`src/rtl/uart_rx_pkg.sv`:
```
// ============================================================================
// Module      : uart_rx_pkg
// Description : Shared constants for the UART receive buffer (status word
//               bit positions).
// Revision    : 1.0 - initial release
// ============================================================================
`default_nettype none

package uart_rx_pkg;

  // Bit positions inside the UART_Rx_Status word
  localparam int ST_NEMPTY  = 0;
  localparam int ST_FULL    = 1;
  localparam int ST_OVR     = 2;
  localparam int ST_CNT_LSB = 3;

endpackage : uart_rx_pkg

`default_nettype wire

```
`src/rtl/uart_rx_fifo_mem.sv`:
```
// ============================================================================
// Module      : uart_rx_fifo_mem
// Description : First-word-fall-through FIFO storage with read/write
//               pointers, occupancy count and full/empty flags.
// Revision    : 1.0 - initial release
// ============================================================================
`default_nettype none

module uart_rx_fifo_mem #(
  parameter  int DATA_W = 8,
  parameter  int DEPTH  = 8,
  localparam int AW     = $clog2(DEPTH),
  localparam int CW     = AW + 1
) (
  input  logic              clk,
  input  logic              rst,
  input  logic              clr_i,
  input  logic              push_i,
  input  logic              pop_i,
  input  logic [DATA_W-1:0] wdata_i,
  output logic [DATA_W-1:0] rdata_o,
  output logic [CW-1:0]     count_o,
  output logic              full_o,
  output logic              empty_o
);

  logic [DATA_W-1:0] mem_q [DEPTH];
  logic [AW-1:0]     rd_ptr_q;
  logic [AW-1:0]     wr_ptr_q;
  logic [CW-1:0]     count_q;
  logic [CW-1:0]     count_d;
  logic              do_pop;
  logic              do_push;

  assign empty_o = (count_q == '0);
  assign full_o  = (count_q == CW'(DEPTH));

  // A pop on an empty FIFO is ignored; a push into a full FIFO is only
  // accepted when a pop frees a slot in the same cycle.
  assign do_pop  = pop_i & ~empty_o & ~clr_i;
  assign do_push = push_i & (~full_o | do_pop) & ~clr_i;

  // Next occupancy: simultaneous push and pop leave the count unchanged
  always_comb begin
    count_d = count_q;
    if (do_push && !do_pop) begin
      count_d = count_q + CW'(1);
    end else if (do_pop && !do_push) begin
      count_d = count_q - CW'(1);
    end
  end

  // Storage array; contents are not reset because empty masks them
  always_ff @(posedge clk) begin
    if (do_push) begin
      mem_q[wr_ptr_q] <= wdata_i;
    end
  end

  // Pointers wrap naturally; reset and flush return everything to zero
  always_ff @(posedge clk) begin
    if (rst || clr_i) begin
      rd_ptr_q <= '0;
      wr_ptr_q <= '0;
      count_q  <= '0;
    end else begin
      if (do_push) wr_ptr_q <= wr_ptr_q + AW'(1);
      if (do_pop)  rd_ptr_q <= rd_ptr_q + AW'(1);
      count_q <= count_d;
    end
  end

  assign rdata_o = mem_q[rd_ptr_q];
  assign count_o = count_q;

endmodule : uart_rx_fifo_mem

`default_nettype wire

```
`src/rtl/uart_rx_buffer.sv`:
```
// ============================================================================
// Module      : uart_rx_buffer
// Description : UART receive buffer: FWFT FIFO, status word, sticky overrun
//               flag and registered threshold interrupt.
// Revision    : 1.0 - initial release
// ============================================================================
`default_nettype none

module uart_rx_buffer
  import uart_rx_pkg::*;
#(
  parameter int WIDTH  = 32,
  parameter int DATA_W = 8,
  parameter int DEPTH  = 8,
  parameter int THRESH = 1
) (
  input  logic              clk,
  input  logic              rst,
  input  logic              rx_valid,
  input  logic [DATA_W-1:0] rx_data,
  input  logic              rd_en,
  input  logic              flush,
  input  logic              ovr_clr,
  input  logic              irq_en,
  output logic [WIDTH-1:0]  UART_Rx_Reg,
  output logic [WIDTH-1:0]  UART_Rx_Status,
  output logic              irq
);

  localparam int CW = $clog2(DEPTH) + 1;

  logic [DATA_W-1:0] head;
  logic [CW-1:0]     count;
  logic              full;
  logic              empty;
  logic              ovr_q;
  logic              ovr_d;
  logic              ovr_set;
  logic              irq_q;

  uart_rx_fifo_mem #(
    .DATA_W (DATA_W),
    .DEPTH  (DEPTH)
  ) u_fifo (
    .clk     (clk),
    .rst     (rst),
    .clr_i   (flush),
    .push_i  (rx_valid),
    .pop_i   (rd_en),
    .wdata_i (rx_data),
    .rdata_o (head),
    .count_o (count),
    .full_o  (full),
    .empty_o (empty)
  );

  // A character is lost only when full with no pop to make room; a flush
  // drops the character silently instead.
  assign ovr_set = rx_valid & full & ~rd_en & ~flush;

  // Sticky overrun: a new overrun beats a simultaneous clear
  always_comb begin
    ovr_d = ovr_q;
    if (ovr_set) begin
      ovr_d = 1'b1;
    end else if (ovr_clr) begin
      ovr_d = 1'b0;
    end
  end

  // Overrun flag register
  always_ff @(posedge clk) begin
    if (rst) begin
      ovr_q <= 1'b0;
    end else begin
      ovr_q <= ovr_d;
    end
  end

  // Threshold interrupt, registered from the current occupancy
  always_ff @(posedge clk) begin
    if (rst) begin
      irq_q <= 1'b0;
    end else begin
      irq_q <= irq_en & (count >= CW'(THRESH));
    end
  end

  assign irq = irq_q;

  // Head character zero-extended to the bus width, zero when empty
  always_comb begin
    UART_Rx_Reg = '0;
    if (!empty) begin
      UART_Rx_Reg[DATA_W-1:0] = head;
    end
  end

  // Status word packing
  always_comb begin
    UART_Rx_Status                  = '0;
    UART_Rx_Status[ST_NEMPTY]       = ~empty;
    UART_Rx_Status[ST_FULL]         = full;
    UART_Rx_Status[ST_OVR]          = ovr_q;
    UART_Rx_Status[ST_CNT_LSB +: CW] = count;
  end

endmodule : uart_rx_buffer

`default_nettype wire

```
`config.mk`:
```
export PLATFORM = sky130hd
export DESIGN_NAME = uart_rx_buffer
export DESIGN_NICKNAME = d
export VERILOG_FILES = /design/src/rtl/uart_rx_pkg.sv /design/src/rtl/uart_rx_fifo_mem.sv /design/src/rtl/uart_rx_buffer.sv
export SDC_FILE = /design/constraint.sdc
export NUM_CORES = 1
export LEC_CHECK = 0
export ABC_CLOCK_PERIOD_IN_PS = 3600
export BUFFER_PORTS_ARGS = -buffer_cell sky130_fd_sc_hd__buf_4
export CAP_MARGIN = 20
export CELL_PAD_IN_SITES_DETAIL_PLACEMENT = 1
export CELL_PAD_IN_SITES_GLOBAL_PLACEMENT = 2
export CORE_MARGIN = 2
export CORE_UTILIZATION = 37
export DETAILED_ROUTE_END_ITERATION = 12
export MAX_ROUTING_LAYER = met4
export PLACE_DENSITY_LB_ADDON = 0.1
export RECOVER_POWER = 100
export SLEW_MARGIN = 20
export SYNTH_ARGS = -nofsm -noshare
export SYNTH_HDL_FRONTEND = slang
export SYNTH_HIERARCHICAL = 1
export SYNTH_SLANG_ARGS = --single-unit
```
`constraint.sdc`:
```
create_clock -name clk -period 3.6 [get_ports clk]
set_input_delay 0.36 -clock clk [delete_from_list [all_inputs] [get_ports clk]]
set_output_delay 0.36 -clock clk [all_outputs]
set_load 0.05 [all_outputs]
```
### Yosys cells after proc, flatten, opt, wreduce, memory -nomap -nowiden

Memories as Yosys holds them, arrays and structs flattened. A register that Yosys moved wholly into a read port is not among the register bits.
Index checks and enable logic that the tools add are counted.

* register bits: 12
* bits in writable memories: 64
* input port bits: 15
* output and inout port bits: 65
* memories: 1

* add/sub/neg operators: 4
* $lt $le $gt $ge: 1
* equality and inequality tests: 1
* mux-type cells: 9
* bitwise logic cells: 13
* reductions and logical operators: 8

Memory list
* u_fifo.mem_q: words 8, bits a word 8, read ports 1, clocked after Yosys merged registers in 1, wr ports 1, RTL line uart_rx_fifo_mem.sv:27 `logic [DATA_W-1:0] mem_q [DEPTH];`

Operator list (number)
* 1-bit bitwise AND: 8
* 4-bit 2-to-1 mux: 2
* 8-bit 2-to-1 mux: 1
* 3-bit by 1-bit adder with 3-bit output (second input constant): 2
* 3-bit 2-to-1 mux: 2
* 4-bit by 1-bit adder with 4-bit output (second input constant): 1
* 4-bit equality test (second input constant): 1
* 4-bit by 1-bit >= comparator with 1-bit output (second input constant): 1
* 4-bit zero test: 1
* 1-bit 2-to-1 mux: 4
* 1-bit NOT: 4
* 2-bit nonzero test: 2
* 4-bit by 1-bit subtractor with 4-bit output (second input constant): 1
* 1-bit logical AND: 2
* 1-bit zero test: 2
* 1-bit logical OR: 1
* 1-bit OR: 1

### Longest topological paths before layout

Gate-level depths: netlist of the first run.

* word-level depth: 11
* gate-level depth with buffers: 10
* depth with buffers taken out: 10

### By module

The synthesis of the first run kept the hierarchy.

Modules (own cells, without submodules)
* uart_rx_fifo_mem: times used 1, cells an instance 173, area each 3150.5 µm², sequential area each 2182.1 µm²
* uart_rx_buffer: times used 1, cells an instance 68, area each 516.7 µm², sequential area each 40.0 µm²

### Worst setup path before layout of the first run

Ideal clock, no wire load.

* path kind: register -> register
* from: register u_fifo.count_q[1], in the netlist u_fifo/count_o[1]
* to: register u_fifo.count_q[3], in the netlist u_fifo/count_o[3]
* setup time: 57 ps
* arrival time: 3042 ps
* setup slack: 500 ps
* stages on the path, launching flop included: 11
* cells stage by stage: dfxtp_1 > nor4_1 > nor3_2 > inv_1 > ha_1 > inv_1 > ha_1 > nand3_1 > a211o_1 > a211oi_1 > a31o_2

* cells in the longest elaborated chain, start to end: 10
* elaborated cells on any way between the ends: 18
* those cells by class: 2 x add/sub; 1 x eq/ne; 2 x mux; 7 x bitwise; 6 x reduce/logical

RTL lines
* from (decl): RTL line uart_rx_fifo_mem.sv:30 `logic [CW-1:0] count_q;`
* from (signal assigned): RTL line uart_rx_fifo_mem.sv:69 `count_q <= count_d;`
* 4-bit zero test *: RTL line uart_rx_fifo_mem.sv:35 `assign empty_o = (count_q == '0);`
* net empty: RTL line uart_rx_buffer.sv:35 `logic empty;`
* 1-bit NOT *: RTL line uart_rx_fifo_mem.sv:40 `assign do_pop = pop_i & ~empty_o & ~clr_i;`
* 1-bit bitwise AND * (2 in series): RTL line uart_rx_fifo_mem.sv:40
* 1-bit OR: RTL line uart_rx_fifo_mem.sv:41 `assign do_push = push_i & (~full_o | do_pop) & ~clr_i;`
* 1-bit bitwise AND (2 in series): RTL line uart_rx_fifo_mem.sv:41
* 1-bit zero test: RTL line uart_rx_fifo_mem.sv:48 `end else if (do_pop && !do_push) begin`
* 1-bit logical AND: RTL line uart_rx_fifo_mem.sv:48
* 2-bit nonzero test (no line)

Mark *: on every way through the listed nets, which the timed path passes. The rest lies on a longest branch. The select of a mux whose other input is x is not followed.
A chain may end at the register's enable or synchronous reset.

### Worst setup path after layout of the first run

Same ends and word-level chain as after synthesis.

==> results of run 1 <==
[synth_stat cells (2+ instances only)]
cell type | number | share of area [%]
edfxtp_1 | 64 | 52
buf_4 | 51 | 10
dfxtp_1 | 15 | 8.2
mux4_1 | 15 | 11
nor2_1 | 13 | 1.3
nand2_1 | 9 | 0.92
mux2_2 | 8 | 2.5
nor2b_1 | 8 | 1.4
a21oi_1 | 7 | 0.96
ha_1 | 5 | 1.7
inv_1 | 5 | 0.51
nor3_1 | 4 | 0.55
a31o_2 | 3 | 0.72
clkbuf_1 | 3 | 0.31
nor3b_1 | 3 | 0.61
a211o_1 | 2 | 0.48
buf_1 | 2 | 0.20
mux2i_1 | 2 | 0.55
nand2b_1 | 2 | 0.34
nand3_1 | 2 | 0.27
nor4_1 | 2 | 0.34
xnor2_1 | 2 | 0.48
[cell type report]
class | count | area (um2) | area share [%]
Timing Repair Buffer | 40 | 180.2 | 4.527
Tap cell | 133 | 166.4 | 4.181
Clock inverter | 5 | 107.6 | 2.704
Sequential cell | 79 | 2222 | 55.83
Inverter | 6 | 22.52 | 0.5659
Clock buffer | 10 | 127.6 | 3.207
Multi-Input combinational cell | 145 | 1154 | 28.98
[worst min-delay path by stage]
stage | from | endpoint | slack, ps | cells past startpoint
floorplan | rst | ovr_q$_SDFFE_PP0P_ | 430 | 1
finish | rst | irq$_SDFF_PP0_ | 190 | 2
global route | rst | irq$_SDFF_PP0_ | 180 | 2
global placement | ovr_q$_SDFFE_PP0P_ | ovr_q$_SDFFE_PP0P_ | 470 | 2
detailed placement | ovr_q$_SDFFE_PP0P_ | ovr_q$_SDFFE_PP0P_ | 470 | 2
CTS | rst | irq$_SDFF_PP0_ | 170 | 2
[state kept, by name, summed over array words and instances (netlist names), named ones only]
name and flops:
u_fifo/count_o 4, u_fifo/rd_ptr_q 3, u_fifo/mem_q 64, irq 1, ovr_q 1, u_fifo/wr_ptr_q 3
[power by group]
| part | switching, W | leakage (nW) | internal [W] |
|---|---|---|---|
| Combinational | 0.000227 | 0.584 | 0.0000462 |
| Clock | 0.000318 | 0.117 | 0.000460 |
| Sequential | 0.00000693 | 0.699 | 0.000995 |
| Total | 0.000552 | 1.40 | 0.00150 |
[cells by family after synthesis]
kind of cell	Yosys count	synth area share, %
mux	26	14.36
other cells	1	0.1023
simple gates	48	7.062
compound gates	13	2.354
fa+ha+maj	6	2.252
xor+xnor	3	0.7166
flops	79	60.59
buf+inv	65	12.56
[per-layer routing]
layer  up-vias  GRT usage (%)
li1        876              -
met1       952          18.33
met2        54          21.19
met3         9          2.706
met4         0          6.950
met5         -              -
[placed cells by master, fill, tap and decap left out, types with 3 or more instances in the layout]
master,n
nor2_1,13
bufinv_16,3
clkbuf_1,33
dfxtp_1,15
mux2_2,8
nand2_1,9
nor3b_1,3
edfxtp_1,64
conb_1,49
mux4_1,15
clkbuf_8,9
a21oi_1,7
nor3_1,5
inv_1,6
ha_1,5
nor2b_1,8
buf_4,8
a31o_2,3
[stage by stage]
stage          area, um2  util (%)
2_1_floorplan       3847         -
3_3_place_gp        3882     40.09
3_5_place_dp        3882     40.09
4_1_cts             4118     42.52
5_1_grt             3980     41.10
6_report            3980     41.10
==> metrics.md, run 1 <==
| Metric | Value |
|---|---|
| Outcome | finished clean |
| Postcts setup bufs | 0 |
| Core region area | 0.009684 mm2 |
| Post_cts resized | 0 |
| Met3 Wirelength | 266 um |
| Crit-path max cell delay | 510 ps |
| Critical path endpoint category | flop |
| Starting density of the core | 37.87% |
| Critical path type | flop to flop |
| # hold bufs at CTS | 0 |
| Post-synth EDFFs | 64 |
| CP Cell Sequence | nor4_1 -> buf_4 -> nor3_1 -> inv_1 -> ha_1 -> inv_1 -> ha_1 -> a21oi_1 -> a211o_1 -> a211oi_1 -> a31o_2 |
| Post-synth ARST share | 0% |
| Final setup fails | 0 |
| Final period utilization | 78.43% |
| Worst Tran Pin Value | 1010 ps |
| Tmin final | 2824 ps |
| CTS max path bufs | 2 |
| Die X | 103.6 um |
| CTS root buffer | clkbuf_8 |
| DRC violation count after routing | 0 |
| FF-to-FF End | u_fifo/count_o[3]$_SDFFE_PP0P_ |
| Vias per cell | 4.524 |
| WL met2 | 3305 um |
| Worst slack, placed | 985.7 ps |
| Syn Area/Cell | 15.22 um2 |
| Final Worst Setup Slack | 776.5 ps |
| Crit path max-delay cell type | nor3_1 |
| Post-DRT Antenna Nets | 0 |
| Total power | 0.002052 W |
| Die height | 103.6 um |
| Placed Instances | 403 |
| Slew Limit Fails | 0 |
| Clk slew on worst S/H paths | 80 ps |
| Drt initial violations | 61 |
| Pin count of the biggest net entering global routing | 17 |
| Routed length per instance | 16.65 um |
| Top cell family by delay on the critical path | compound AO/OA/AOI/OAI gates |
| Max Used Layer | met4 |
| TritonCTS clock tree | built |
| Fill count | 1031 |
| Port-buffer cells | 30 |
| Area grow syn2layout | 8.530% |
| Number of global-route vias before repair | 1901 |
| Max cap viols | 0 |
| Slew margin rel. | 32.39% |
| Antenna Cells | 0 |
| Distinct cell type count after synthesis | 36 |
| Cell area power density | 515.7 mW/mm2 |
| Final Hold Viols | 0 |
| Wl on met1 | 3257 um |
| Layout cells sized above 1 | 12.28% |
| First-pass GRT wire length | 10740 um |
| Mapped cell area | 0.003667 mm2 |
| Mapped Cells | 241 |
| Unrepaired setup endpoints after global routing | false |
| H-tree Lvls | 3 |
| Worst setup path start | u_fifo/count_o[1]$_SDFFE_PP0P_ |
| FF-to-FF path depth | 11 |
| First-pass DRT Iterations | 4 |
| Worst Path Buf+Inv | 3 |
| Drt total wl | 6959 um |
| I/O Pins | 80 |
| Clock buffer count from CTS | 9 |
| Primary FF master, synth | edfxtp_1 |
| Crit-path max FO | 10 |
| Worst clock skew | 12.60 ps |
| Leakage | 1.400 nW |
| Final #Nets | 302 |
| Fin cells | 418 |
| R2R Setup Slk | 780 ps |
| Fin Setup TNS | 0 ps |
| Seq cells post-synth | 79 |
| HP Class | input port to flop |
| Max IR drop VDD | 177.4 uV |
| Overflow after GRT | 0 |
| Critical path depth | 11 |
| Startpoint types | flop |
| R2R Path Start | u_fifo/count_o[1]$_SDFFE_PP0P_ |
| Arr. time, crit path | 3070 ps |
| Placer Congestion | 0.7452 |
| Gr usage total | 14.06% |
| CP Data Required Time | 3850 ps |
| Synth Warn # | 6 |
| Hpwl dp | 4561 um |
| Later-pin clock latency in the skew report | 340 ps |
| Critical Path Sink | u_fifo/count_o[3]$_SDFFE_PP0P_ |
| Die area | 0.01072 mm2 |
| FP Rows | 36 |
| Initial antenna violation count | 0 |
| Max Clk Rate | 354.2 MHz |
| Via count | 1891 |
| # clock sinks | 79 |
| Post-synthesis sequential area ratio | 60.59% |
| Hold_ws | 193.9 ps |
Power figures use the tool's default switching activity.
==> inputs of run 2 (changes only) <==
Settings changed: ABC_CLOCK_PERIOD_IN_PS 3600 to 2400, CORE_UTILIZATION 37 to 34.
Clock period 3.6 ns to 2.4 ns, I/O delays scaled along.
==> metrics.md, run 2 (synthesis gave the netlist of run 1 again) <==
| Metric | Value |
|---|---|
| Die X | 107.9 um (+4.2%) |
| Final Worst Setup Slack | 119.1 ps (-657.4 ps) |
| Critical path endpoint category | primary output |
| Leading cell type in the layout, fill and taps excluded | edfxtp_1 |
| Max cap viols | 0 (unchanged) |
| Vias per cell | 4.464 (-1.3%) |
| I/O Pins | 80 (unchanged) |
| FF-to-FF path depth | 10 (-1) |
| Drt initial violations | 67 (+9.8%) |
| Fin cells | 429 (+2.6%) |
| TritonCTS clock tree | built |
| Die height | 107.9 um (+4.2%) |
| FP Rows | 37 (+2.8%) |
| Post-DRT Antenna Nets | 0 (unchanged) |
| H-tree Lvls | 3 (unchanged) |
| Layout cells sized above 1 | 24.91% (+13 points) |
| Crit-path max FO | 8 (-2) |
| R2R Setup Slk | 160 ps (-620 ps) |
| Max reg flops | 64 (unchanged) |
| Worst clock skew | 5.832 ps (-6.773 ps) |
| First-pass GRT wire length | 10690 um (-0.51%) |
| Final Hold Viols | 0 (unchanged) |
| Leakage | 1.503 nW (+7.4%) |
| Die area | 0.01163 mm2 (+8.5%) |
| Starting density of the core | 35.21% (-2.7 points) |
| Postcts setup bufs | 0 (unchanged) |
| Area grow syn2layout | 12.86% |
| Placer Congestion | 0.6810 (-8.6%) |
| Later-pin clock latency in the skew report | 350 ps (about the same) |
| Final period utilization | 95.04% |
| Max Clk Rate | 438.4 MHz |
| CTS root buffer | clkbuf_8 |
| Worst Tran Pin Value | 604.3 ps (-406.1 ps) |
| Post-route cell area | 0.004139 mm2 (+4.0%) |
| HP Class | input port to flop |
| Post-DP Area | 0.003968 mm2 (+2.2%) |
| Outcome | finished clean |
| Fin Setup TNS | 0 ps (unchanged) |
| Core region area | 0.01042 mm2 (+7.6%) |
| Clock buffer count from CTS | 9 (unchanged) |
| Routed length per instance | 17.01 um (+2.2%) |
| Gr usage total | 13.32% (-0.74 points) |
| Final #Nets | 309 (+2.3%) |
| Pin count of the biggest net entering global routing | 17 (unchanged) |
| Slew Limit Fails | 0 (unchanged) |
| Worst slack, placed | 47.73 ps (-938.0 ps) |
| Final setup fails | 0 (unchanged) |
| Max IR drop VDD | 213.0 uV (+20%) |
| Number of global-route vias before repair | 1910 (+0.47%) |
| Cell area power density | 689.5 mW/mm2 (+34%) |
| Initial antenna violation count | 0 (unchanged) |
| Biggest register | u_fifo/mem_q |
| Slew margin rel. | 59.89% (+27 points) |
| DRC violation count after routing | 0 (unchanged) |
| Tmin final | 2281 ps |
| CP Data Required Time | 2160 ps (-1690 ps) |
| Startpoint types | flop |
| Worst hold path depth | 2 (unchanged) |
| # clock sinks | 79 (unchanged) |
| First-pass DRT Iterations | 4 (unchanged) |
| Drt total wl | 7297 um (+4.9%) |
| Overflow after GRT | 0 (unchanged) |
| Arr. time, crit path | 2040 ps (-1030 ps) |
| CTS max path bufs | 2 (unchanged) |
| Clk slew on worst S/H paths | 80 ps (about the same) |
| Antenna Cells | 0 (unchanged) |
| Most frequent cells in the layout | 64 x edfxtp_1, 49 x conb_1, 30 x buf_4, 15 x clkbuf_1, 14 x mux4_1 |
| Placed Instances | 412 (+2.2%) |
| Hpwl dp | 4668 um (+2.3%) |
| Port-buffer cells | 30 (unchanged) |
| Via count | 1915 (+1.3%) |
| Total power | 0.002854 W (+39%) |
| Critical path type | flop to primary output |
## run 2: changes by cell type in the layout (fill, tap and decap cells not counted), sizes merged
cell,before,now
buf,8,31
clkbuf,42,25
bufinv,3,0
inv,6,9
clkinv,2,4
## run 2: final timing paths
path / start / to
worst max-delay path: flop / UART_Rx_Reg[7]
worst min-delay path: rst / ovr_q$_SDFFE_PP0P_
worst max register to register: u_fifo/count_o[1]$_SDFFE_PP0P_ / u_fifo/count_o[3]$_SDFFE_PP0P_
worst min register to register: ovr_q$_SDFFE_PP0P_ / ovr_q$_SDFFE_PP0P_
## run 2: critical path, stage by stage, from the launching register on
cell     delay, ps
dfxtp_4        380
buf_12         140
mux4_1         550
mux2_2         290
nor2b_1        130
buf_4          190
## run 2: per-layer routing
metal	share of wire, %	routed length, um	GRT usage, %	vias up
li1	-	-	-	891
met1	47	3437	17.24	972
met2	48	3528	20.40	46
met3	3.2	237	3.269	6
met4	1.3	93	4.945	0
met5	0	0	-	-
## run 2: timing repair
action,CTS,global route
setup endpoints to repair,0,3
resized for setup,0,7
hold buffers,0,0
## run 2: final cells by class
type | count | area [um2]
repair buffers | 47 | 326.6
flip-flops and latches | 79 | 2241
well taps | 136 | 170.2
multi-input cells | 145 | 1201
fillers | 1115 | 6277
clock inverters | 7 | 53.80
inverters | 6 | 22.52
clock buffers | 9 | 123.9
## run 2: report_power, final
group | switching (W) | internal, W | leakage [nW]
logic | 0.000345 | 0.000101 | 0.706
clock network | 0.000517 | 0.000386 | 0.0944
registers | 0.0000151 | 0.00149 | 0.703
## run 2: through the flow
stage | util [%] | hold WS (ps)
2_1_floorplan | - | 309.1
3_3_place_gp | 38.09 | 428.1
3_5_place_dp | 38.09 | 427.3
4_1_cts | 39.80 | 40.89
5_1_grt | 39.74 | 43.53
6_report | 39.74 | 58.33
